### src/rtl/shift_pkg.sv
// Shared definitions for the shifter scheduler: op encodings, FSM states, default widths.
package shift_pkg;

  localparam int unsigned DW_DEF = 16;
  localparam int unsigned SW_DEF = 4;

  localparam logic [1:0] SH_SLL = 2'b00;
  localparam logic [1:0] SH_SRL = 2'b01;
  localparam logic [1:0] SH_SRA = 2'b10;
  localparam logic [1:0] SH_ROR = 2'b11;

  localparam logic [1:0] ST_IDLE  = 2'b00;
  localparam logic [1:0] ST_PASS1 = 2'b01;
  localparam logic [1:0] ST_PASS2 = 2'b10;
  localparam logic [1:0] ST_RESP  = 2'b11;

endpackage

### src/rtl/rr_arb2.sv
// Two-requester round-robin arbiter; the pointer names the requester that wins a tie.
module rr_arb2 #(
  parameter bit RR_INIT = 1'b0
) (
  input  logic       clk,
  input  logic       rst_n,
  input  logic [1:0] i_req,
  input  logic       i_en,
  output logic [1:0] o_gnt_c
);

  logic r_prio;

  always_comb begin
    o_gnt_c = 2'b00;
    if (i_en) begin
      case (i_req)
        2'b01:   o_gnt_c = 2'b01;
        2'b10:   o_gnt_c = 2'b10;
        2'b11:   o_gnt_c = r_prio ? 2'b10 : 2'b01;
        default: o_gnt_c = 2'b00;
      endcase
    end
  end

  // Priority passes to the requester that was not just granted.
  always_ff @(posedge clk or negedge rst_n) begin
    if (!rst_n) begin
      r_prio <= RR_INIT;
    end else if (|o_gnt_c) begin
      r_prio <= o_gnt_c[0];
    end
  end

endmodule

### src/rtl/shift_sched.sv
// Shares one combinational shifter between two requesters; sequences SLL/SRL/SRA in one
// pass and ROR in two (SRL n, then SLL 16-n, ORed), returning results over valid/ready.
module shift_sched
  import shift_pkg::*;
#(
  parameter int unsigned DW      = DW_DEF,
  parameter int unsigned SW      = SW_DEF,
  parameter bit          RR_INIT = 1'b0
) (
  input  logic          clk,
  input  logic          rst_n,
  input  logic [1:0]    req_valid,
  output logic [1:0]    req_ready,
  input  logic [DW-1:0] req_src0,
  input  logic [DW-1:0] req_src1,
  input  logic [SW-1:0] req_shamt0,
  input  logic [SW-1:0] req_shamt1,
  input  logic [1:0]    req_op0,
  input  logic [1:0]    req_op1,
  output logic [DW-1:0] sh_src0,
  output logic [SW-1:0] sh_shamt,
  output logic          sh_srl,
  output logic          sh_sra,
  output logic          sh_ls,
  input  logic [DW-1:0] sh_opt,
  output logic          resp_valid,
  input  logic          resp_ready,
  output logic [DW-1:0] resp_data,
  output logic          resp_id
);

  logic [1:0]    r_state;
  logic [1:0]    w_state_nxt;
  logic [DW-1:0] r_src;
  logic [SW-1:0] r_shamt;
  logic [1:0]    r_op;
  logic          r_id;
  logic [DW-1:0] r_res;
  logic [1:0]    w_gnt;
  logic          w_idle;
  logic          w_accept;
  logic          w_sel;

  assign w_idle   = (r_state == ST_IDLE);
  assign w_accept = |w_gnt;
  assign w_sel    = w_gnt[1];

  rr_arb2 #(.RR_INIT(RR_INIT)) u_arb (
    .clk     (clk),
    .rst_n   (rst_n),
    .i_req   (req_valid),
    .i_en    (w_idle),
    .o_gnt_c (w_gnt)
  );

  always_ff @(posedge clk or negedge rst_n) begin
    if (!rst_n) begin
      r_state <= ST_IDLE;
    end else begin
      r_state <= w_state_nxt;
    end
  end

  // Next state and shifter control decode; controls are zero outside the two passes.
  always_comb begin
    w_state_nxt = r_state;
    sh_shamt    = '0;
    sh_srl      = 1'b0;
    sh_sra      = 1'b0;
    sh_ls       = 1'b0;
    case (r_state)
      ST_IDLE: begin
        if (w_accept) w_state_nxt = ST_PASS1;
      end
      ST_PASS1: begin
        sh_shamt    = r_shamt;
        sh_ls       = (r_op == SH_SLL);
        sh_srl      = (r_op == SH_SRL) || (r_op == SH_ROR);
        sh_sra      = (r_op == SH_SRA);
        w_state_nxt = (r_op == SH_ROR) ? ST_PASS2 : ST_RESP;
      end
      ST_PASS2: begin
        sh_shamt    = SW'(SW'(0) - r_shamt);
        sh_ls       = 1'b1;
        w_state_nxt = ST_RESP;
      end
      ST_RESP: begin
        if (resp_ready) w_state_nxt = ST_IDLE;
      end
      default: w_state_nxt = ST_IDLE;
    endcase
  end

  always_ff @(posedge clk or negedge rst_n) begin
    if (!rst_n) begin
      r_src   <= '0;
      r_shamt <= '0;
      r_op    <= SH_SLL;
      r_id    <= 1'b0;
      r_res   <= '0;
    end else begin
      if (w_accept) begin
        r_src   <= w_sel ? req_src1   : req_src0;
        r_shamt <= w_sel ? req_shamt1 : req_shamt0;
        r_op    <= w_sel ? req_op1    : req_op0;
        r_id    <= w_sel;
      end
      if (r_state == ST_PASS1) begin
        r_res <= sh_opt;
      end else if (r_state == ST_PASS2) begin
        r_res <= r_res | sh_opt;
      end
    end
  end

  assign req_ready  = w_gnt;
  assign sh_src0    = r_src;
  assign resp_valid = (r_state == ST_RESP);
  assign resp_data  = r_res;
  assign resp_id    = r_id;

endmodule

### config.mk
export PLATFORM = sky130hd
export DESIGN_NAME = shift_sched
export DESIGN_NICKNAME = d
export VERILOG_FILES = /design/src/rtl/shift_pkg.sv /design/src/rtl/rr_arb2.sv /design/src/rtl/shift_sched.sv
export SDC_FILE = /design/constraint.sdc
export NUM_CORES = 1
export LEC_CHECK = 0
export BUFFER_PORTS_ARGS = -buffer_cell sky130_fd_sc_hd__buf_2
export CORE_ASPECT_RATIO = 1.25
export CORE_MARGIN = 4
export CORE_UTILIZATION = 50
export CTS_BUF_LIST = sky130_fd_sc_hd__clkbuf_4
export CTS_CLUSTER_SIZE = 28
export DETAILED_ROUTE_END_ITERATION = 8
export PLACE_DENSITY = 0.88
export SLEW_MARGIN = 10
export SYNTH_ARGS = -nofsm -noshare
export SYNTH_HDL_FRONTEND = slang
export SYNTH_SLANG_ARGS = --single-unit
### constraint.sdc
create_clock -name clk -period 3.3 [get_ports clk]
set_input_delay 0.165 -clock clk [delete_from_list [all_inputs] [get_ports clk]]
set_output_delay 0.165 -clock clk [all_outputs]
set_load 0.1 [all_outputs]
After elaboration in Yosys (flattened, before gate mapping) --
Cells that the tools add are included.
Word-level totals: register bits 42, bits in latches 0, bits in writable memories 0, bits in read-only memories 0, input port bits 65, output and inout port bits 43, logic and storage cells 42, memories 0
Cells by class: $add $sub $neg 1, multipliers 0, div/mod/pow operators 0, magnitude comparators 0, equal/unequal tests 11, shift operators 0, multiplexer cells 16, bitwise logic cells 1, reductions and logical operators 6
Operator list (count):
- two-way mux 16 bit | 3
- OR 16 bit | 1
- == test 2 bit (second input constant) | 6
- two-way mux 2 bit | 5
- one-hot mux 2 bit (4 select lines) | 1
- one-hot mux 4 bit (2 select lines) | 1
- == test 2 x 1 -> 1 bit (second input constant) | 3
- one-hot mux 2 bit (3 select lines) | 1
- zero test 2 bit | 2
- two-way mux 4 bit | 1
- subtractor 1 x 4 -> 4 bit (first input constant) | 1
- two-way mux 1 bit | 3
- inequality test 2 x 1 -> 1 bit (second input constant) | 1
- inequality test 2 bit (second input constant) | 1
- one-hot mux 1 bit (2 select lines) | 1
- AND reduction 2 bit | 1
- nonzero test 2 bit | 1
- OR reduction 2 bit | 1
- logical OR 1 bit | 1

Depth between registers and ports, before layout --
Gate-level depths: netlist of the first run.
word-level depth 6, mapped depth 7, mapped depth without buffers 5

Cells and area by module --
A second synthesis of the first run with hierarchy kept.
Second synthesis, totals: cell total of the unflattened synthesis 182, area total of the unflattened synthesis 1993.2 um2
By module, submodules not included:
- shift_sched | times used 1, cells each 174, area each 1931.9 um2, seq. area each 1026.0 um2
- rr_arb2 | times used 1, cells each 8, area each 61.3 um2, seq. area each 25.0 um2

Least setup slack after synthesis of the first run --
OpenSTA, ideal clock, no wires.
path type register to register, start point register r_state[0], end point register r_id (netlist: resp_id), setup time 0.203 ns, arrival 2.463 ns, data required time 3.097 ns, setup slack 0.634 ns, stages on the path, launching flop included 6, buffers on the path 0, clock period less this slack 2.666 ns, cell sequence dfrtp_1 inv_1 ha_1 nand2_1 a21oi_1 o22ai_1
Between the ends: cells in the longest elaborated chain, start to end 3
Ends and longest elaborated chain:
- start: declaration | line shift_sched.sv:32 | logic [1:0] r_state;
- start signal: assignment | line shift_sched.sv:60 | r_state <= w_state_nxt;
- zero test 2 bit | line shift_sched.sv:44 | assign w_idle = (r_state == ST_IDLE);
- two-way mux 2 bit | line rr_arb2.sv:16 | if (i_en) begin
- via req_ready[0] | line shift_sched.sv:13 | output logic [1:0] req_ready,
- OR reduction 2 bit | line shift_sched.sv:45 | assign w_accept = |w_gnt;
- end signal: assignment | line shift_sched.sv:106 | r_id <= w_sel;
- end: declaration | line shift_sched.sv:37 | logic r_id;
The timed path passes the listed nets, and every way through them passes these cells. A chain may end at the register's enable or synchronous reset.

Worst setup path after layout of the first run --
start point register r_state[0], end point output port req_ready[1]
Between the ends: cells in the longest elaborated chain, start to end 2
Ends and longest elaborated chain (line):
- zero test 2 bit | shift_sched.sv:44
- two-way mux 2 bit | rr_arb2.sv:16
- end: declaration | shift_sched.sv:13
No other way between the ends.

==> results of run 1 <==
==> cell families (layout without fill, tap and decap cells) <==
family          count (synthesis)  count (layout)  synth area share [%]
fa+ha+maj                       6               6                  3.69
buf+inv                        22             121                  4.86
simple gates                   63              63                  14.7
compound gates                 74              74                  24.1
xor+xnor                        1               1                 0.431
flops                          42              42                  51.7
mux                             1               1                 0.554
==> registers in the layout, indices dropped and copies added, names as in the netlist <==
register / flops
u_arb.r_prio: 1
r_op: 2
resp_id: 1
r_state: 2
r_shamt: 4
resp_data: 16
sh_src0: 16
==> layout make-up <==
class | count | area (sq um) | share of cell area (%)
clock buffers | 5 | 37.5 | 1.42
clock inverters | 2 | 33.8 | 1.28
inverters | 5 | 18.8 | 0.710
multi-input cells | 145 | 882 | 33.4
flip-flops and latches | 42 | 1050 | 39.8
well taps | 54 | 67.6 | 2.56
repair buffers | 109 | 553 | 20.9
==> final timing paths <==
| kind | startpoint | endpoint | slack (ps) | cells after the start |
|---|---|---|---|---|
| max in group asynchronous | rst_n | r_state[0]$_DFFE_PN0P_ | 2250 | 2 |
| setup reg to reg | r_state[1]$_DFFE_PN0P_ | resp_data[15]$_DFFE_PN0P_ | 1070 | 4 |
| min in group asynchronous | rst_n | resp_id$_DFFE_PN0P_ | 480 | 2 |
| setup / recovery | r_state[0]$_DFFE_PN0P_ | req_ready[1] | 830 | 5 |
| hold reg to reg | resp_data[8]$_DFFE_PN0P_ | resp_data[8]$_DFFE_PN0P_ | 500 | 1 |
| hold / removal | sh_opt[1] | resp_data[1]$_DFFE_PN0P_ | 40 | 2 |
==> through the flow <==
step	instance area [sq um]	hold slack (ps)	utilization (%)	setup slack, ps	std cells
2_1_floorplan	2030	-131	-	634	209
3_3_place_gp	2560	334	66.6	1230	354
3_5_place_dp	2560	353	66.6	1070	354
4_1_cts	2640	21.8	68.7	788	362
5_1_grt	2640	7.30	68.7	597	362
6_report	2640	37.6	68.7	829	362
==> metal layers <==
layer	part of all wire, %	global-route usage [%]
met3	11	7.21
met5	0	0
met4	0.97	5.81
met2	49	37.3
met1	40	24.8
==> cells in the final DEF, fill, tap and decap left out, drive strengths merged, types with 2 or more instances in the layout <==
master,n
nand3,22
a21oi,2
nand2,5
nor2,25
a31oi,22
o21ai,23
o21a,2
ha,6
a22oi,2
dfrtp,42
inv,5
a22o,16
and2,2
clkbuf,5
nor2b,4
buf,108
a211oi,2
==> repair_timing <==
action	4_1_cts	5_1_grt
endpoints found under the hold margin	42	0
setup buffers	0	0
hold buffers	1	0
==> summary.txt, run 1 <==
Outcome
  • Outcome: completed

Floorplanning
  • Floorplan row count: 25
  • Die Ht: 79.3 um
  • Count of boundary I/O pins: around 110
  • Starting density of the core: between 50 and 60%
  • Die extent in x: ~65 um
  • Area of the die: 5150 sq um
  • Placeable core region: slightly below 4000 sq um

Yosys
  • Mapped Avg Cell Area: 9.72 sq um
  • Yosys synthesis warning count: 0
  • EDFF count, synth: 0
  • Leading area contributor after synthesis: sky130_fd_sc_hd__dfrtp_1
  • Share of the yosys chip area belonging to registers: 51.7%
  • Main flop type after synthesis: sky130_fd_sc_hd__dfrtp_1
  • Top area cells in the synthesized netlist: sky130_fd_sc_hd__dfrtp_1 52%, sky130_fd_sc_hd__a22o_1 6.9%, sky130_fd_sc_hd__a31oi_1 6.8%
  • Post-synthesis instance area: 2030 sq um
  • Proportion of synthesized flip-flops having asynchronous set or reset: 100%
  • Synth top area share: 51.7%
  • Most used standard cells in the synthesized netlist: 42 x sky130_fd_sc_hd__dfrtp_1, 25 x sky130_fd_sc_hd__nor2_1, 22 x sky130_fd_sc_hd__a31oi_1, 22 x sky130_fd_sc_hd__nand3_1, 19 x sky130_fd_sc_hd__o21ai_1
  • Library cells used by synthesis: 30
  • Cell count after synthesis: approximately 210
  • Number of storage elements in the synthesis netlist: 42
  • Total nets after synthesis: 280
  • Most instantiated library cell after synthesis: sky130_fd_sc_hd__dfrtp_1

Global routing
  • Overflow left after global routing: 0
  • Initial antenna violation count: 0
  • Via count of the first global-routing pass: roughly 1900
  • Pin count of the biggest net entering global routing: 45
  • First-pass GRT wire length: between 8000 and 9000 um
  • Global router's overall resource usage: 21.3%

Run
  • Max Cap Viol: 0

Finish
  • Fillers: roughly 330
  • Area Growth Syn to Fin: 30.1%
  • Number of antenna repair diodes: 0
  • Share of post-route cells with drive strength above 1: 37.0%
  • Total Nets Final: 379

Worst setup path
  • Bufs and invs on worst path: 2
  • Top fanout value on the critical path: 25
  • Crit path kind: flip-flop to primary output
  • Setup crit end kind: primary output
  • Critical Path RT: 3130 ps
  • Library cell contributing the largest single delay on the critical path: sky130_fd_sc_hd__nand2_1
  • Startpoint kind of the worst setup timing path: flip-flop
  • Critical path cell sequence: inv_1, ha_1, nand2_1, nor2_1, buf_2
  • Arrival time at the worst endpoint: 2310 ps
  • Delay contributed by the slowest stage of the critical path: 480 ps
  • Cell family with most CP delay: simple AND/OR/NAND/NOR gates

Clock network
  • Clock root buffer: sky130_fd_sc_hd__clkbuf_4
  • Total number of H-tree levels: 2
  • Maximum clock path buffer count: 2
  • Clk_lat worst skew: 350 ps
  • Clock tree from TritonCTS: done
  • Worst-path clk slew: 110 ps
  • Cts bufs inserted: 5
  • Num Clock Sinks: 42
  • Post-cts repair resize count: 0

Routing
  • Count of TritonRoute iterations in the first routing pass: 5
  • Residual antenna-violating net count after detailed routing: 0
  • Wire length reported by the detailed router: around 5200 um
  • # DRC: 0
  • Detailed-route vias per instance: approximately 5.4
  • Total number of vias: 1969
  • First DRT Iteration DRCs: 69
  • Routed wire length per instance: 14.5 um

STA
  • Shortest period the worst path allows: 2470 ps
  • Total setup violations reported at the end of the flow: 0
  • Max frequency: 405 MHz
  • Worst max-slew margin expressed relative to the limit: between 40% and 50%
  • Actual transition at the worst max-transition pin: 897 ps
  • Post-route clock period utilization: between 70 and 80%
  • Setup repair after global routing missed its margin: false
  • Hold Violations, Final: 0
  • Final number of max-transition violations: 0
  • TNS Setup: 0 ps
  • Clock Skew: 16.4 ps

Hold path
  • Hold Crit Class: primary input to flip-flop

Placement
  • DPL Wire Length: 3850 um
  • Placer Congestion: 0.700
  • Count of buffers from port buffering: 107
Power of run 1 is not shown: default switching activity piles up to over one toggle a cycle in this logic, so the estimate is an artifact.
==> run 2, diff against run 1 <==
CORE_UTILIZATION = 46   (was 50)
PLACE_DENSITY = 0.82   (was 0.88)
clock period = 2.4 ns   (was 3.3 ns; I/O delays follow)
==> run 2 against run 1 <==
  * Global-route usage decreased by 0.53 points
  * Worst setup slack got worse by 570 ps
  * Clock-buffer cell count increased by 1
  * Critical path type unchanged
  * Largest cell class unchanged
  * Highest routed layer unchanged
==> summary.txt, run 2 (synthesis gave the netlist of run 1 again) <==
Routing
  • Wire length reported by the detailed router: 5640 um
  • # DRC: 0
  • Detailed-route vias per instance: 5.35
  • Count of TritonRoute iterations in the first routing pass: 4
  • Total number of vias: 2045
  • Residual antenna-violating net count after detailed routing: 0
  • First DRT Iteration DRCs: 68
  • Routed wire length per instance: around 15 um

STA
  • Actual transition at the worst max-transition pin: 910 ps
  • Clock Skew: 16.9 ps
  • Final number of max-transition violations: 0
  • Setup repair after global routing missed its margin: false
  • Max frequency: 468 MHz
  • TNS Setup: 0 ps
  • Worst max-slew margin expressed relative to the limit: 39.4%
  • Post-route clock period utilization: 89.1%
  • Final setup slack of the worst path: about 260 ps
  • Hold Violations, Final: 0
  • Shortest period the worst path allows: 2140 ps
  • Total setup violations reported at the end of the flow: 0

Finish
  • Commonest non-fill, non-tap cells in the layout: 107 x sky130_fd_sc_hd__buf_2, 42 x sky130_fd_sc_hd__dfrtp_1, 24 x sky130_fd_sc_hd__nor2_1
  • Area Growth Syn to Fin: 37.8%
  • Total Nets Final: a little under 400
  • Most common cell after layout, fill and taps aside: sky130_fd_sc_hd__buf_2
  • Share of post-route cells with drive strength above 1: 38.3%
  • Number of antenna repair diodes: 0
  • Post-Layout Cell Count: between 300 and 400

Global routing
  • Initial antenna violation count: 0
  • Pin count of the biggest net entering global routing: 45
  • Global router's overall resource usage: between 20% and 30%
  • Via count of the first global-routing pass: between 1500 and 2000
  • First-pass GRT wire length: 8780 um
  • Overflow left after global routing: 0

Hold path
  • Hold Crit Class: primary input to flip-flop
  • Number of cells on the worst hold path: 2

Placement
  • Count of buffers from port buffering: between 100 and 150
  • Worst setup timing slack at the placement stage: 636 ps
  • Placed cells: 361
  • Placer Congestion: 0.742
  • DPL Wire Length: around 4000 um

Clock network
  • Num Clock Sinks: 42
  • Post-cts repair resize count: 0
  • Quantity of hold-fixing buffers added after cts: 8
  • Clock tree from TritonCTS: done
  • Clk_lat worst skew: 340 ps
  • Buffers inserted by post-CTS timing repair: 0
  • Total number of H-tree levels: 2
  • Worst-path clk slew: roughly 120 ps
  • Clock root buffer: sky130_fd_sc_hd__clkbuf_4
  • Cts bufs inserted: 5
  • Maximum clock path buffer count: 2

Worst setup path
  • Top fanout value on the critical path: 9
  • Crit path kind: flip-flop to primary output
  • Arrival time at the worst endpoint: about 2000 ps
  • Setup crit end kind: primary output
  • Critical Path RT: 2280 ps
  • Startpoint kind of the worst setup timing path: flip-flop
  • Worst reg2reg path depth: 4

Floorplanning
  • Die extent in x: 67.4 um
  • Placeable core region: about 4200 sq um
  • Starting density of the core: 48.8%
  • Die Ht: 82.3 um
  • Count of boundary I/O pins: 108
  • Area of the die: about 5600 sq um
  • Floorplan row count: 26

Outcome
  • Outcome: completed

Run
  • Max Cap Viol: 0
[run 2: worst max-delay path, cell delays in order, from the launching register on]
cell and delay [ps]:
sky130_fd_sc_hd__dfrtp_1 450, sky130_fd_sc_hd__inv_1 120, sky130_fd_sc_hd__ha_1 320, sky130_fd_sc_hd__nor3b_1 230
sky130_fd_sc_hd__o21a_1 120, sky130_fd_sc_hd__buf_2 420
[run 2: through the flow]
| step | util (%) | hold slack [ps] | cell area (sq um) |
|---|---|---|---|
| after floorplan | - | -176 | 2050 |
| after global placement | 62.8 | 294 | 2620 |
| after detailed placement | 62.8 | 303 | 2620 |
| after CTS | 66.0 | 3.90 | 2750 |
| after global routing | 67.2 | -9.53 | 2800 |
| final | 67.2 | 19.8 | 2800 |
[run 2: area by class of cell]
cell class,instances,area [sq um]
clock buffer,6,45.0
timing repair buffer,126,711
inverter,5,18.8
tap,56,70.1
clock inverter,2,8.76
fill,374,1360
multi-input combinational,145,896
sequential,42,1050
[run 2: worst paths after layout]
path,from,endpoint,slack (ps)
max,r_state[1]$_DFFE_PN0P_,sh_ls,260
min,sh_opt[3],resp_data[3]$_DFFE_PN0P_,20
max reg2reg,r_state[1]$_DFFE_PN0P_,resp_data[15]$_DFFE_PN0P_,580
min reg2reg,resp_data[6]$_DFFE_PN0P_,resp_data[6]$_DFFE_PN0P_,510
max in group asynchronous,rst_n,resp_data[2]$_DFFE_PN0P_,1390
min in group asynchronous,rst_n,sh_src0[0]$_DFFE_PN0P_,430
[run 2: metal layers]
metal / track usage, % / wire length, um / vias to the layer above
met2: 36.6 / 2700 / 84
met1: 24.8 / 2390 / 958
met3: 6.22 / 494 / 5
met4: 4.87 / 52 / 0
li1: - / - / 998
met5: 0 / 0 / -
Power of run 2 is left out for the same reason.
